### src/rtl/idma_desc64_arb_pkg.sv
// idma_desc64_arb_pkg: shared types, limits and helpers for the desc64 backend arbiter
package idma_desc64_arb_pkg;
  localparam int unsigned MaxNumReq = 8;
  localparam int unsigned MaxOutstandingLimit = 128;
  localparam int unsigned PerfCntWidth = 32;
  typedef logic [$clog2(MaxNumReq)-1:0] idx_t;
  typedef logic [$clog2(MaxOutstandingLimit+1)-1:0] pend_cnt_t;
  function automatic idx_t rr_next(idx_t idx, int unsigned n);
    return (int'(idx) + 1 >= n) ? '0 : idx + idx_t'(1);
  endfunction
endpackage

### src/rtl/fifo_v3.sv
// fifo_v3: common_cells-compatible synchronous FIFO (DEPTH must be a power of two)
// Ports: clk_i/rst_ni (async active-low), flush_i clears contents, full_o/empty_o status,
//        push_i/data_i write side, pop_i/data_o read side (data_o shows the head entry).
// Push while full and pop while empty are ignored.
module fifo_v3 #(
  parameter bit          FALL_THROUGH = 1'b0,
  parameter int unsigned DATA_WIDTH   = 32,
  parameter int unsigned DEPTH        = 8
) (
  input  logic                  clk_i,
  input  logic                  rst_ni,
  input  logic                  flush_i,
  output logic                  full_o,
  output logic                  empty_o,
  input  logic [DATA_WIDTH-1:0] data_i,
  input  logic                  push_i,
  output logic [DATA_WIDTH-1:0] data_o,
  input  logic                  pop_i
);
  localparam int unsigned AddrW = (DEPTH > 1) ? $clog2(DEPTH) : 1;
  logic [AddrW-1:0] rd_q, wr_q;
  logic [AddrW:0] cnt_q;
  logic [DEPTH-1:0][DATA_WIDTH-1:0] mem_q;
  logic bypass, do_push, do_pop;
  // Fall-through: an entry pushed into an empty FIFO is visible at once and
  // is consumed without being stored if popped in the same cycle.
  assign bypass  = FALL_THROUGH && (cnt_q == '0) && push_i;
  assign full_o  = cnt_q == (AddrW+1)'(DEPTH);
  assign empty_o = (cnt_q == '0) && !bypass;
  assign data_o  = bypass ? data_i : mem_q[rd_q];
  assign do_pop  = pop_i && !empty_o && !bypass;
  assign do_push = push_i && !full_o && !(bypass && pop_i);
  always_ff @(posedge clk_i or negedge rst_ni) begin
    if (!rst_ni) begin
      rd_q  <= '0;
      wr_q  <= '0;
      cnt_q <= '0;
      mem_q <= '0;
    end else if (flush_i) begin
      rd_q  <= '0;
      wr_q  <= '0;
      cnt_q <= '0;
    end else begin
      if (do_push) begin
        mem_q[wr_q] <= data_i;
        wr_q        <= wr_q + AddrW'(1);
      end
      if (do_pop) rd_q <= rd_q + AddrW'(1);
      cnt_q <= cnt_q + (AddrW+1)'(do_push) - (AddrW+1)'(do_pop);
    end
  end
endmodule

### src/rtl/idma_desc64_arb.sv
// idma_desc64_arb: round-robin share of one iDMA backend among NumReq desc64 frontends
// Ports: req_i/req_valid_i/req_ready_o frontend requests; rsp_o/rsp_valid_o/rsp_ready_i
//        responses routed back to their owner; busy_o per-frontend in-flight/locked flag;
//        idma_req_*/idma_rsp_* backend side; idma_busy_i backend busy (checked only).
// Optional: define IDMA_DESC64_ARB_PERF_EN to add perf_cnt_o, per-requester counts of
//           accepted backend requests (wrapping 32-bit).
// Outputs' valid/ready are forced low while rst_ni is asserted.
module idma_desc64_arb
  import idma_desc64_arb_pkg::*;
#(
  parameter int unsigned NumReq         = 2,
  parameter int unsigned MaxOutstanding = 4,
  parameter type         idma_req_t     = logic,
  parameter type         idma_rsp_t     = logic,
  parameter int unsigned IdxWidth       = $clog2(NumReq)
) (
  input  logic                         clk_i,
  input  logic                         rst_ni,
  input  idma_req_t [NumReq-1:0]       req_i,
  input  logic      [NumReq-1:0]       req_valid_i,
  output logic      [NumReq-1:0]       req_ready_o,
  output idma_rsp_t [NumReq-1:0]       rsp_o,
  output logic      [NumReq-1:0]       rsp_valid_o,
  input  logic      [NumReq-1:0]       rsp_ready_i,
  output logic      [NumReq-1:0]       busy_o,
  output idma_req_t                    idma_req_o,
  output logic                         idma_req_valid_o,
  input  logic                         idma_req_ready_i,
  input  idma_rsp_t                    idma_rsp_i,
  input  logic                         idma_rsp_valid_i,
  output logic                         idma_rsp_ready_o,
  input  logic                         idma_busy_i
`ifdef IDMA_DESC64_ARB_PERF_EN
  ,output logic [NumReq-1:0][PerfCntWidth-1:0] perf_cnt_o
`endif
);
  localparam int unsigned PendW = $clog2(MaxOutstanding + 1);
  logic [IdxWidth-1:0] rr_q, lock_idx_q, arb_idx, cand, gnt, head;
  logic lock_q, full, empty, push, pop, req_go;
  logic [NumReq-1:0] pend_nz;
  // Scan from the farthest offset down so the first valid at/after rr_q wins.
  always_comb begin
    arb_idx = rr_q;
    cand = '0;
    for (int k = NumReq - 1; k >= 0; k--) begin
      cand = IdxWidth'((int'(rr_q) + k) % NumReq);
      if (req_valid_i[cand]) arb_idx = cand;
    end
  end
  assign gnt              = lock_q ? lock_idx_q : arb_idx;
  assign req_go           = rst_ni && (|req_valid_i) && !full;
  assign idma_req_o       = req_i[gnt];
  assign idma_req_valid_o = req_go;
  assign req_ready_o      = (req_go && idma_req_ready_i) ? NumReq'(1) << gnt : '0;
  assign push             = idma_req_valid_o && idma_req_ready_i;
  assign rsp_o            = {NumReq{idma_rsp_i}};
  assign rsp_valid_o      = (idma_rsp_valid_i && !empty) ? NumReq'(1) << head : '0;
  assign idma_rsp_ready_o = rsp_ready_i[head] && !empty;
  assign pop              = idma_rsp_valid_i && idma_rsp_ready_o;
  // The push is gated by full above, so a same-cycle pop never lets a full FIFO accept.
  fifo_v3 #(
    .FALL_THROUGH (1'b0),
    .DATA_WIDTH   (IdxWidth),
    .DEPTH        (MaxOutstanding)
  ) i_order_fifo (
    .clk_i   (clk_i),
    .rst_ni  (rst_ni),
    .flush_i (1'b0),
    .full_o  (full),
    .empty_o (empty),
    .data_i  (gnt),
    .push_i  (push),
    .data_o  (head),
    .pop_i   (pop)
  );
  // Lock the grant while the backend stalls a presented request.
  always_ff @(posedge clk_i or negedge rst_ni) begin
    if (!rst_ni) begin
      rr_q       <= '0;
      lock_q     <= 1'b0;
      lock_idx_q <= '0;
    end else if (push) begin
      rr_q   <= IdxWidth'(rr_next(idx_t'(gnt), NumReq));
      lock_q <= 1'b0;
    end else if (idma_req_valid_o) begin
      lock_q     <= 1'b1;
      lock_idx_q <= gnt;
    end
  end
  for (genvar i = 0; i < NumReq; i++) begin : g_req
    logic inc, dec;
    logic [PendW-1:0] pend_q;
    assign inc        = push && (gnt == IdxWidth'(i));
    assign dec        = pop && (head == IdxWidth'(i));
    assign pend_nz[i] = pend_q != '0;
    assign busy_o[i]  = pend_nz[i] || (lock_q && (lock_idx_q == IdxWidth'(i)));
    always_ff @(posedge clk_i or negedge rst_ni) begin
      if (!rst_ni) pend_q <= '0;
      else pend_q <= pend_q + PendW'(inc) - PendW'(dec);
    end
`ifdef IDMA_DESC64_ARB_PERF_EN
    logic [PerfCntWidth-1:0] perf_q;
    assign perf_cnt_o[i] = perf_q;
    always_ff @(posedge clk_i or negedge rst_ni) begin
      if (!rst_ni) perf_q <= '0;
      else perf_q <= perf_q + PerfCntWidth'(inc);
    end
`endif
    a_pend_ovf: assert property (@(posedge clk_i) disable iff (!rst_ni)
      !(inc && !dec && pend_q == PendW'(MaxOutstanding)));
    a_pend_udf: assert property (@(posedge clk_i) disable iff (!rst_ni)
      !(dec && !inc && pend_q == '0));
  end
  a_lock_hold: assert property (@(posedge clk_i) disable iff (!rst_ni)
    lock_q |-> req_valid_i[lock_idx_q]);
  a_rsp_empty: assert property (@(posedge clk_i) disable iff (!rst_ni)
    idma_rsp_valid_i |-> !empty);
  a_busy_idle: assert property (@(posedge clk_i) disable iff (!rst_ni)
    idma_busy_i |-> |pend_nz);
endmodule

### config.mk
export PLATFORM = sky130hd
export DESIGN_NAME = idma_desc64_arb
export DESIGN_NICKNAME = d
export VERILOG_FILES = /design/src/rtl/idma_desc64_arb_pkg.sv /design/src/rtl/fifo_v3.sv /design/src/rtl/idma_desc64_arb.sv
export SDC_FILE = /design/constraint.sdc
export NUM_CORES = 1
export LEC_CHECK = 0
export ABC_AREA = 1
export CAP_MARGIN = 25
export CORE_MARGIN = 1.5
export CORE_UTILIZATION = 51
export DETAILED_ROUTE_END_ITERATION = 12
export PLACE_DENSITY_LB_ADDON = 0.05
export SYNTH_ARGS = -nofsm -noshare
export SYNTH_HDL_FRONTEND = slang
export SYNTH_HIERARCHICAL = 1
export SYNTH_SLANG_ARGS = --single-unit
### constraint.sdc
create_clock -name clk_i -period 3.5 [get_ports clk_i]
set_input_delay 0.7 -clock clk_i [delete_from_list [all_inputs] [get_ports clk_i]]
set_output_delay 0.7 -clock clk_i [all_outputs]
set_load 0.02 [all_outputs]
## Yosys cells after proc, flatten, opt, wreduce, memory -nomap -nowiden

Cells that the tools add are included.

- Magnitude comparators: 8
- Bitwise logic cells: 4
- $add $sub $neg: 11
- Equality and inequality tests: 1
- Shift-type cells: 2
- Mux-type cells: 21
- Multiply operators: 0
- Reduce and logical (&&, ||, !) cells: 25
- Divide/modulo/power cells: 0

Operators by type and width:

| kind | number |
|---|---|
| $mux W1 | 16 |
| $logic_and A1 B1 Y1 | 15 |
| $add A3 B1 Y3 | 3 |
| $sub A3 B1 Y3 | 3 |
| $lt A1 B2 Y1 const B | 4 |
| $lt A2 B3 Y1 const B | 2 |
| $reduce_bool A3 Y1 | 2 |
| $add A2 B1 Y2 const B | 2 |
| $bwmux W4 | 1 |
| $mux W2 | 2 |
| $not A1 Y1 | 4 |
| $shl A1 B1 Y2 const A | 2 |
| $eq A3 B3 Y1 const B | 1 |
| $logic_not A3 Y1 | 1 |
| $add A1 B1 Y1 const B | 2 |
| $add A1 B1 Y2 const B | 1 |
| $bmux W1 S2 | 1 |
| $demux W1 S2 | 1 |
| $ge A2 B1 Y1 const B | 1 |
| $ge A2 B2 Y1 const B | 1 |
| $logic_not A1 Y1 | 2 |
| $logic_or A1 B1 Y1 | 2 |
| $reduce_and A2 Y1 | 1 |
| $reduce_bool A2 Y1 | 1 |
| $reduce_or A2 Y1 | 1 |

- Memories kept: 0
- Bits of input ports: 12
- Bits in read-only memories: 0
- Bits in writable memories: 0
- Flip-flop bits (word level): 20
- Output and inout port bits: 11
- Bits in latches: 0
- Word-level logic and storage cells: 84

## Depth between registers and ports, before layout

Gate-level depths: netlist of the first run.

- Depth after elaboration: 10
- Mapped depth: 17

## Cells and area by module

The synthesis of the first run kept the hierarchy.

Modules (own cells, without submodules):

| module | times used | area an instance (µm²) | cells an instance | sequential area each (µm²) |
|---|---|---|---|---|
| fifo_v3 | 1 | 673.1 | 81 | 275.3 |
| idma_desc64_arb | 1 | 604.3 | 76 | 225.2 |

## Worst setup path before layout of the first run

No wires, ideal clock.

- Path kind: register -> register
- Start: register i_order_fifo.rd_q[0]
- End: register i_order_fifo.cnt_q[2]
- Path slack: 0.823 ns
- Clock period less this slack: 2.677 ns
- Arrival time: 2.558 ns
- Setup time: 0.118 ns
- Required time: 3.382 ns
- Cell stages (with the launch flop): 17
- Cell sequence: dfrtp_1 -> inv_1 -> nand2_1 -> a32oi_1 -> nor2_1 -> nor3_2 -> nand2_2 -> inv_1 -> nand2_2 -> inv_2 -> ha_1 -> inv_1 -> ha_1 -> inv_1 -> fa_1 -> xor2_1 -> nor2_1

- Longest elaborated chain between the ends: 8

Ends and longest elaborated chain:

| what | line | RTL |
|---|---|---|
| start, declared | fifo_v3.sv:21 | `logic [AddrW-1:0] rd_q, wr_q;` |
| start signal, assigned | fifo_v3.sv:48 | `if (do_pop) rd_q <= rd_q + AddrW'(1);` |
| $bmux W1 S2 | fifo_v3.sv:30 | `assign data_o = bypass ? data_i : mem_q[rd_q];` |
| $mux W1 (implied by the code) | fifo_v3.sv:30 |  |
| via head | idma_desc64_arb.sv:38 | `logic [IdxWidth-1:0] rr_q, lock_idx_q, arb_idx, cand, gnt, head;` |
| $mux W1 (implied by the code) (2 in series) | idma_desc64_arb.sv:58 | `assign idma_rsp_ready_o = rsp_ready_i[head] && !empty;` |
| $logic_and A1 B1 Y1 | idma_desc64_arb.sv:58 |  |
| via idma_rsp_ready_o | idma_desc64_arb.sv:31 | `output logic idma_rsp_ready_o,` |
| $logic_and A1 B1 Y1 | idma_desc64_arb.sv:59 | `assign pop = idma_rsp_valid_i && idma_rsp_ready_o;` |
| via pop | idma_desc64_arb.sv:39 | `logic lock_q, full, empty, push, pop, req_go;` |
| $logic_and A1 B1 Y1 | fifo_v3.sv:31 | `assign do_pop = pop_i && !empty_o && !bypass;` |
| $sub A3 B1 Y3 | fifo_v3.sv:49 | `cnt_q <= cnt_q + (AddrW+1)'(do_push) - (AddrW+1)'(do_pop);` |
| end signal, assigned | fifo_v3.sv:49 |  |
| end, declared | fifo_v3.sv:22 | `logic [AddrW:0] cnt_q;` |

The timed path passes the listed nets, and every way through them passes these cells. The select of a mux whose other input is x is not followed.
A chain may end at the register's enable or synchronous reset.

## Worst setup path after layout of the first run

- Start: input rst_ni
- End: output req_ready_o[1]

- Longest elaborated chain between the ends: 4

Ends and longest elaborated chain:

| what | line | RTL |
|---|---|---|
| start, declared | idma_desc64_arb.sv:18 | `input logic rst_ni,` |
| $logic_and A1 B1 Y1 (2 in series) | idma_desc64_arb.sv:51 | `assign req_go = rst_ni && (\|req_valid_i) && !full;` |
| $logic_and A1 B1 Y1 | - |  |
| via push | idma_desc64_arb.sv:39 |  |
| $mux W2 | idma_desc64_arb.sv:54 | `assign req_ready_o = (req_go && idma_req_ready_i) ? NumReq'(1) << gnt : '0;` |
| end, declared | idma_desc64_arb.sv:21 | `output logic [NumReq-1:0] req_ready_o,` |

The timed path passes the listed nets, and every way through them passes these cells.

==> results.py, run 1 <==
metrics = {
    "worst_setup_path": {
        "cp.required_ps": 2800,
        "start_kind": "primary input",
        "arrival_ps": 2490,
        "path_class": "primary input to output pin",
        "endpoint_kind": "output pin",
        "cp_max_fo": 5,
    },
    "run": {
        "maxCapViolCount": 0,
    },
    "final_layout": {
        "fillers": 199,
        "layout.core_utilization_pct": 67.2,
        "nNetsFinal": 209,
        "final_area_um2": 1540,
        "diodes": 0,
        "area_delta_synth_final_pct": 20.8,
        "drive_gt1_share_pct": 11.5,
    },
    "floorplan": {
        "die_area_um2": 2810,
        "rows": 17,
        "die_x_um": 53.1,
        "core_um2": 2300,
        "floorplan.io_pins": 23,
        "die_h_um": 53.1,
        "start_util_pct": 55.6,
    },
    "sta": {
        "finClkSkew_ps": 9.50,
        "fmax_ghz": 0.314,
        "rsz0062_at_grt": "false",
        "finalCriticalPeriod_ps": 3190,
        "whs_ps": 484,
        "period_share_pct": 91.1,
        "setup_violations": 0,
        "drv_slew": 0,
        "hold_viol_final": 0,
        "fin_setup_tns_ps": 0,
    },
    "synth": {
        "yosys_warnings": 6,
        "synth.yosys.seq_area_share_pct": 39.2,
        "synth_common_cells": "nand2_1, inv_1, dfrtp_1",
        "synth.avg_cell_area_um2": 8.14,
        "postSynthCellCount": 157,
        "synth.largest_area_cell": "dfrtp_1",
        "synth_edf_count": 0,
        "post_synth_fa_ha_maj_area_fraction_pct": 14.5,
        "synth_area_um2": 1280,
        "synth_xor_area_share_pct": 4.11,
        "synthMuxAreaShare_pct": 0,
        "ys.flop_type": "dfrtp_1",
        "synth_top_family_by_area": "simple AND/OR/NAND/NOR gates",
        "synthTopCellsByArea": "dfrtp_1, ha_1, nand2_1",
        "synth_cell_types": 23,
        "yosys.area_share.simple_pct": 26.5,
        "synth_top_area_share_pct": 39.2,
        "ys_ff_latch": 20,
        "synth.most_common_cell": "nand2_1",
        "synth_compound_area_share_pct": 4.11,
        "synthArstFlopShare_pct": 100,
    },
    "routing": {
        "wl_mm": 2.42,
        "drtIter0Drc": 17,
        "dr.pass1.iters": 4,
        "avgRoutedWirePerCell_um": 11.5,
        "vias_per_cell": 4.88,
        "vias": 1030,
        "ant_nets": 0,
        "drc_errors": 0,
    },
    "placement": {
        "port_buffers": 18,
        "post_dp_cell_area_um2": 1510,
        "dp_hpwl_mm": 1.88,
        "gp_congestion": 0.858,
    },
    "power_and_ir_drop": {
        "powerDensity_nw_per_um2": 601,
        "p_leak_nw": 0.819,
        "power_mw": 0.928,
        "vdd_drop_max_mv": 0.401,
    },
    "global_route": {
        "grt-ovfl-total": 0,
        "grt.total_usage_pct": 20.1,
        "grt_max_degree": 21,
        "grt_pass1_wl_mm": 4.05,
        "antenna_found_initial": 0,
        "grt_pass1_vias": 1005,
    },
    "cts": {
        "clkTransAtPathRegs_ps": 110,
        "clk_latency_ps": 300,
        "post_cts_resized": 0,
        "cts-htree-levels": 1,
        "cts_buffer_depth": 2,
        "cts_sinks": 20,
        "ctsHoldBuffers": 0,
        "root_buffer": "clkbuf_4",
        "cts_setup_buffers": 0,
        "cts_buffers": 3,
        "cts_tree": "built",
    },
    "run_status": {
        "status": "completed",
    },
    "hold_path": {
        "hold_class": "flip-flop to flip-flop",
    },
}
[where the power goes]
part,total (mW),internal [mW],switching (mW)
combinational,0.424,0.183,0.241
sequential,0.366,0.305,0.0605
clock,0.138,0.0634,0.0749
total,0.928,0.552,0.376
[through the flow]
stage,instances,worst slack [ps]
after floorplan,162,823
after global placement,207,349
after detailed placement,207,301
after CTS,211,293
after global routing,211,186
final,211,313
[state kept, by name, indices dropped and copies added (netlist names)]
signal,cells
g_req.pend_q,6
i_order_fifo/cnt_q,3
i_order_fifo/mem_q,4
i_order_fifo/rd_q,2
i_order_fifo/wr_q,2
lock_idx_q,1
lock_q,1
rr_q,1
[final timing paths]
kind                                                  start                              end  slack (ps)  cells past startpoint
setup / recovery                                     rst_ni                   req_ready_o[1]         310                      8
hold / removal                 g_req[1].pend_q[1]$_DFF_PN0_     g_req[1].pend_q[2]$_DFF_PN0_         480                      1
setup reg to reg           i_order_fifo/rd_q[0]$_DFFE_PN0P_  i_order_fifo/cnt_q[2]$_DFF_PN0_         760                     17
hold reg to reg                g_req[1].pend_q[1]$_DFF_PN0_     g_req[1].pend_q[2]$_DFF_PN0_         480                      1
max in group asynchronous                            rst_ni               lock_q$_DFFE_PN0P_        2500                      2
min in group asynchronous                            rst_ni     g_req[0].pend_q[0]$_DFF_PN0_         780                      2
[kinds of logic (layout without fill, tap and decap cells)]
logic type	count (synthesis)	count (layout)
flip-flops	20	20
buffers and inverters	36	57
AND/OR/NAND/NOR	72	72
XOR/XNOR	6	6
AO/OA/AOI/OAI	9	9
adder cells (fa/ha/maj)	13	13
other	1	6
[cells in the final DEF, fill, tap and decap left out, drive strengths merged]
master / instances
a21oi: 5
a32oi: 1
buf: 2
clkbuf: 4
clkdlybuf4s50: 18
conb: 6
dfrtp: 20
fa: 3
ha: 10
inv: 33
nand2: 39
nand3: 5
nand4: 8
nor2: 16
nor3: 4
o21ai: 3
xnor2: 3
xor2: 3
[critical path: stages]
cell and delay [ps]:
clkdlybuf4s50_1 490, inv_1 60, nor2_1 110, nand2_2 110, nor2_4 120, inv_2 50, a21oi_1 200, clkdlybuf4s50_1 640
[per-layer routing]
layer | GRT usage [%] | vias to the layer above | routed length [um]
met5 | 0 | - | 0
met4 | 11.1 | 0 | 29
met3 | 3.39 | 4 | 86
met2 | 33.3 | 19 | 1130
met1 | 24.8 | 478 | 1180
li1 | - | 529 | -
[area by class of cell]
class | count | area, um2 | area share (%)
multi-input cells | 106 | 652 | 42.3
repair buffers | 20 | 195 | 12.7
flip-flops and latches | 20 | 500 | 32.4
well taps | 28 | 35.0 | 2.27
clock buffers | 4 | 36.3 | 2.35
inverters | 33 | 124 | 8.03
No activity file was read; power rests on OpenSTA's default activity.
==> run 2: changes to the inputs <==
Settings changed: CORE_UTILIZATION 51 to 61, DONT_BUFFER_PORTS set to 1.
==> results.py, run 2 (same netlist as run 1, synthesis figures left out) <==
metrics = {
    "run_status": {
        "status": "completed",
    },
    "placement": {
        "port_buffers": 0,
        "dp_hpwl_mm": 1.76,
        "post_dp_cell_area_um2": 1310,
        "gp_congestion": 0.791,
    },
    "cts": {
        "clk_latency_ps": 310,
        "cts-htree-levels": 1,
        "clkTransAtPathRegs_ps": 120,
        "cts_buffer_depth": 2,
        "cts_buffers": 3,
        "root_buffer": "clkbuf_4",
        "cts_sinks": 20,
        "cts_setup_buffers": 0,
        "ctsHoldBuffers": 0,
        "post_cts_resized": 0,
        "cts_tree": "built",
    },
    "final_layout": {
        "regMostFlops": "g_req.pend_q",
        "mostFrequentLayoutCells": "nand2_1, inv_1, dfrtp_1",
        "final_area_um2": 1350,
        "diodes": 0,
        "area_delta_synth_final_pct": 5.39,
        "nNetsFinal": 189,
        "biggestRegsByFlops": "g_req.pend_q: 6 flops, i_order_fifo/mem_q: 4 flops, i_order_fifo/cnt_q: 3 flops",
        "drive_gt1_share_pct": 11.7,
        "largest_register_ffs": 6,
        "layout_commonest_cell": "nand2_1",
        "fillers": 184,
    },
    "worst_setup_path": {
        "arrival_ps": 3230,
        "cp_max_fo": 5,
        "timing.rr.start": "i_order_fifo/rd_q[0]$_DFFE_PN0P_",
        "r2r_slack_ps": 520,
        "path_class": "flip-flop to flip-flop",
        "timing.rr.end": "i_order_fifo/cnt_q[2]$_DFF_PN0_",
        "cp.required_ps": 3750,
        "reg2reg_depth": 16,
        "endpoint_kind": "flip-flop",
        "start_kind": "flip-flop",
        "critPathLaunch": "i_order_fifo/rd_q[0]$_DFFE_PN0P_",
        "crit_end": "i_order_fifo/cnt_q[2]$_DFF_PN0_",
    },
    "global_route": {
        "grt_pass1_wl_mm": 4.11,
        "grt-ovfl-total": 0,
        "grt.total_usage_pct": 22.3,
        "grt_pass1_vias": 962,
        "antenna_found_initial": 0,
        "grt_max_degree": 22,
    },
    "run": {
        "maxCapViolCount": 0,
    },
    "routing": {
        "ant_nets": 0,
        "drtIter0Drc": 14,
        "vias": 956,
        "vias_per_cell": 5.03,
        "wl_mm": 2.30,
        "dr.pass1.iters": 4,
        "drc_errors": 0,
        "avgRoutedWirePerCell_um": 12.1,
    },
    "power_and_ir_drop": {
        "vdd_drop_max_mv": 0.405,
        "powerDensity_nw_per_um2": 645,
        "p_leak_nw": 0.740,
        "power_mw": 0.868,
    },
    "sta": {
        "finalCriticalPeriod_ps": 2980,
        "setup_violations": 0,
        "period_share_pct": 85.1,
        "fin_setup_tns_ps": 0,
        "drv_slew": 0,
        "worst_slew_margin_rel_pct": 54.5,
        "fmax_ghz": 0.336,
        "rsz0062_at_grt": "false",
        "hold_viol_final": 0,
        "finClkSkew_ps": 1.18,
        "whs_ps": 67.1,
        "tightest_slew_ps": 676,
    },
    "hold_path": {
        "hold_class": "primary input to asynchronous set/reset pin",
    },
    "floorplan": {
        "start_util_pct": 65.1,
        "die_h_um": 48.8,
        "die_x_um": 48.8,
        "floorplan.io_pins": 23,
        "die_area_um2": 2380,
        "rows": 16,
        "core_um2": 1960,
    },
}
-- run 2: changes by cell type in the layout (fill, tap and decap cells not counted) --
cell / before / now
clkdlybuf4s50_1: 18 / 0
buf_4: 2 / 0
-- run 2: worst min-delay path by stage --
stage	slack, ps	from	endpoint
6_report	70	rst_ni	g_req[1].pend_q[1]$_DFF_PN0_
4_1_cts	60	rst_ni	lock_q$_DFFE_PN0P_
5_1_grt	40	rst_ni	g_req[0].pend_q[2]$_DFF_PN0_
2_1_floorplan	400	rst_ni	g_req[0].pend_q[0]$_DFF_PN0_
3_3_place_gp	400	rst_ni	g_req[1].pend_q[2]$_DFF_PN0_
3_5_place_dp	400	rst_ni	g_req[1].pend_q[1]$_DFF_PN0_
-- run 2: final cells by class --
type / instances / area, um2 / share of cell area (%)
Multi-Input combinational cell: 106 / 652 / 48.4
Tap cell: 27 / 33.8 / 2.51
Sequential cell: 20 / 500 / 37.2
Clock buffer: 4 / 36.3 / 2.70
Inverter: 33 / 124 / 9.20
-- run 2: stage by stage --
step	instances	util, %	worst slack (ps)
after floorplan	162	-	823
after global placement	186	66.8	633
after detailed placement	186	66.8	527
after CTS	190	68.6	512
after global routing	190	68.6	286
final	190	68.6	520
-- run 2: layer usage --
layer  up-vias  share of wire (%)  routed length, um  track usage (%)
met5         -                  0                  0                0
met4         0               0.52                 12             4.29
met3         2                6.0                138             6.48
met2        31                 48               1100             38.8
met1       434                 46               1050             27.7
li1        489                  -                  -                -
-- run 2: critical path, stage by stage (launching register included) --
cell and delay (ps):
dfrtp_1 450, inv_1 110, nand2_1 50, a32oi_1 360
nor2_1 120, nor3_2 430, nand2_2 110, inv_1 90
nand2_2 70, inv_2 70, ha_1 220, inv_1 50
ha_1 120, inv_1 40, fa_1 380, xor2_1 170
nor2_1 80
-- run 2: where the power goes --
part	switching, mW	internal [mW]
combinational	0.233	0.130
sequential	0.0606	0.305
clock	0.0760	0.0635
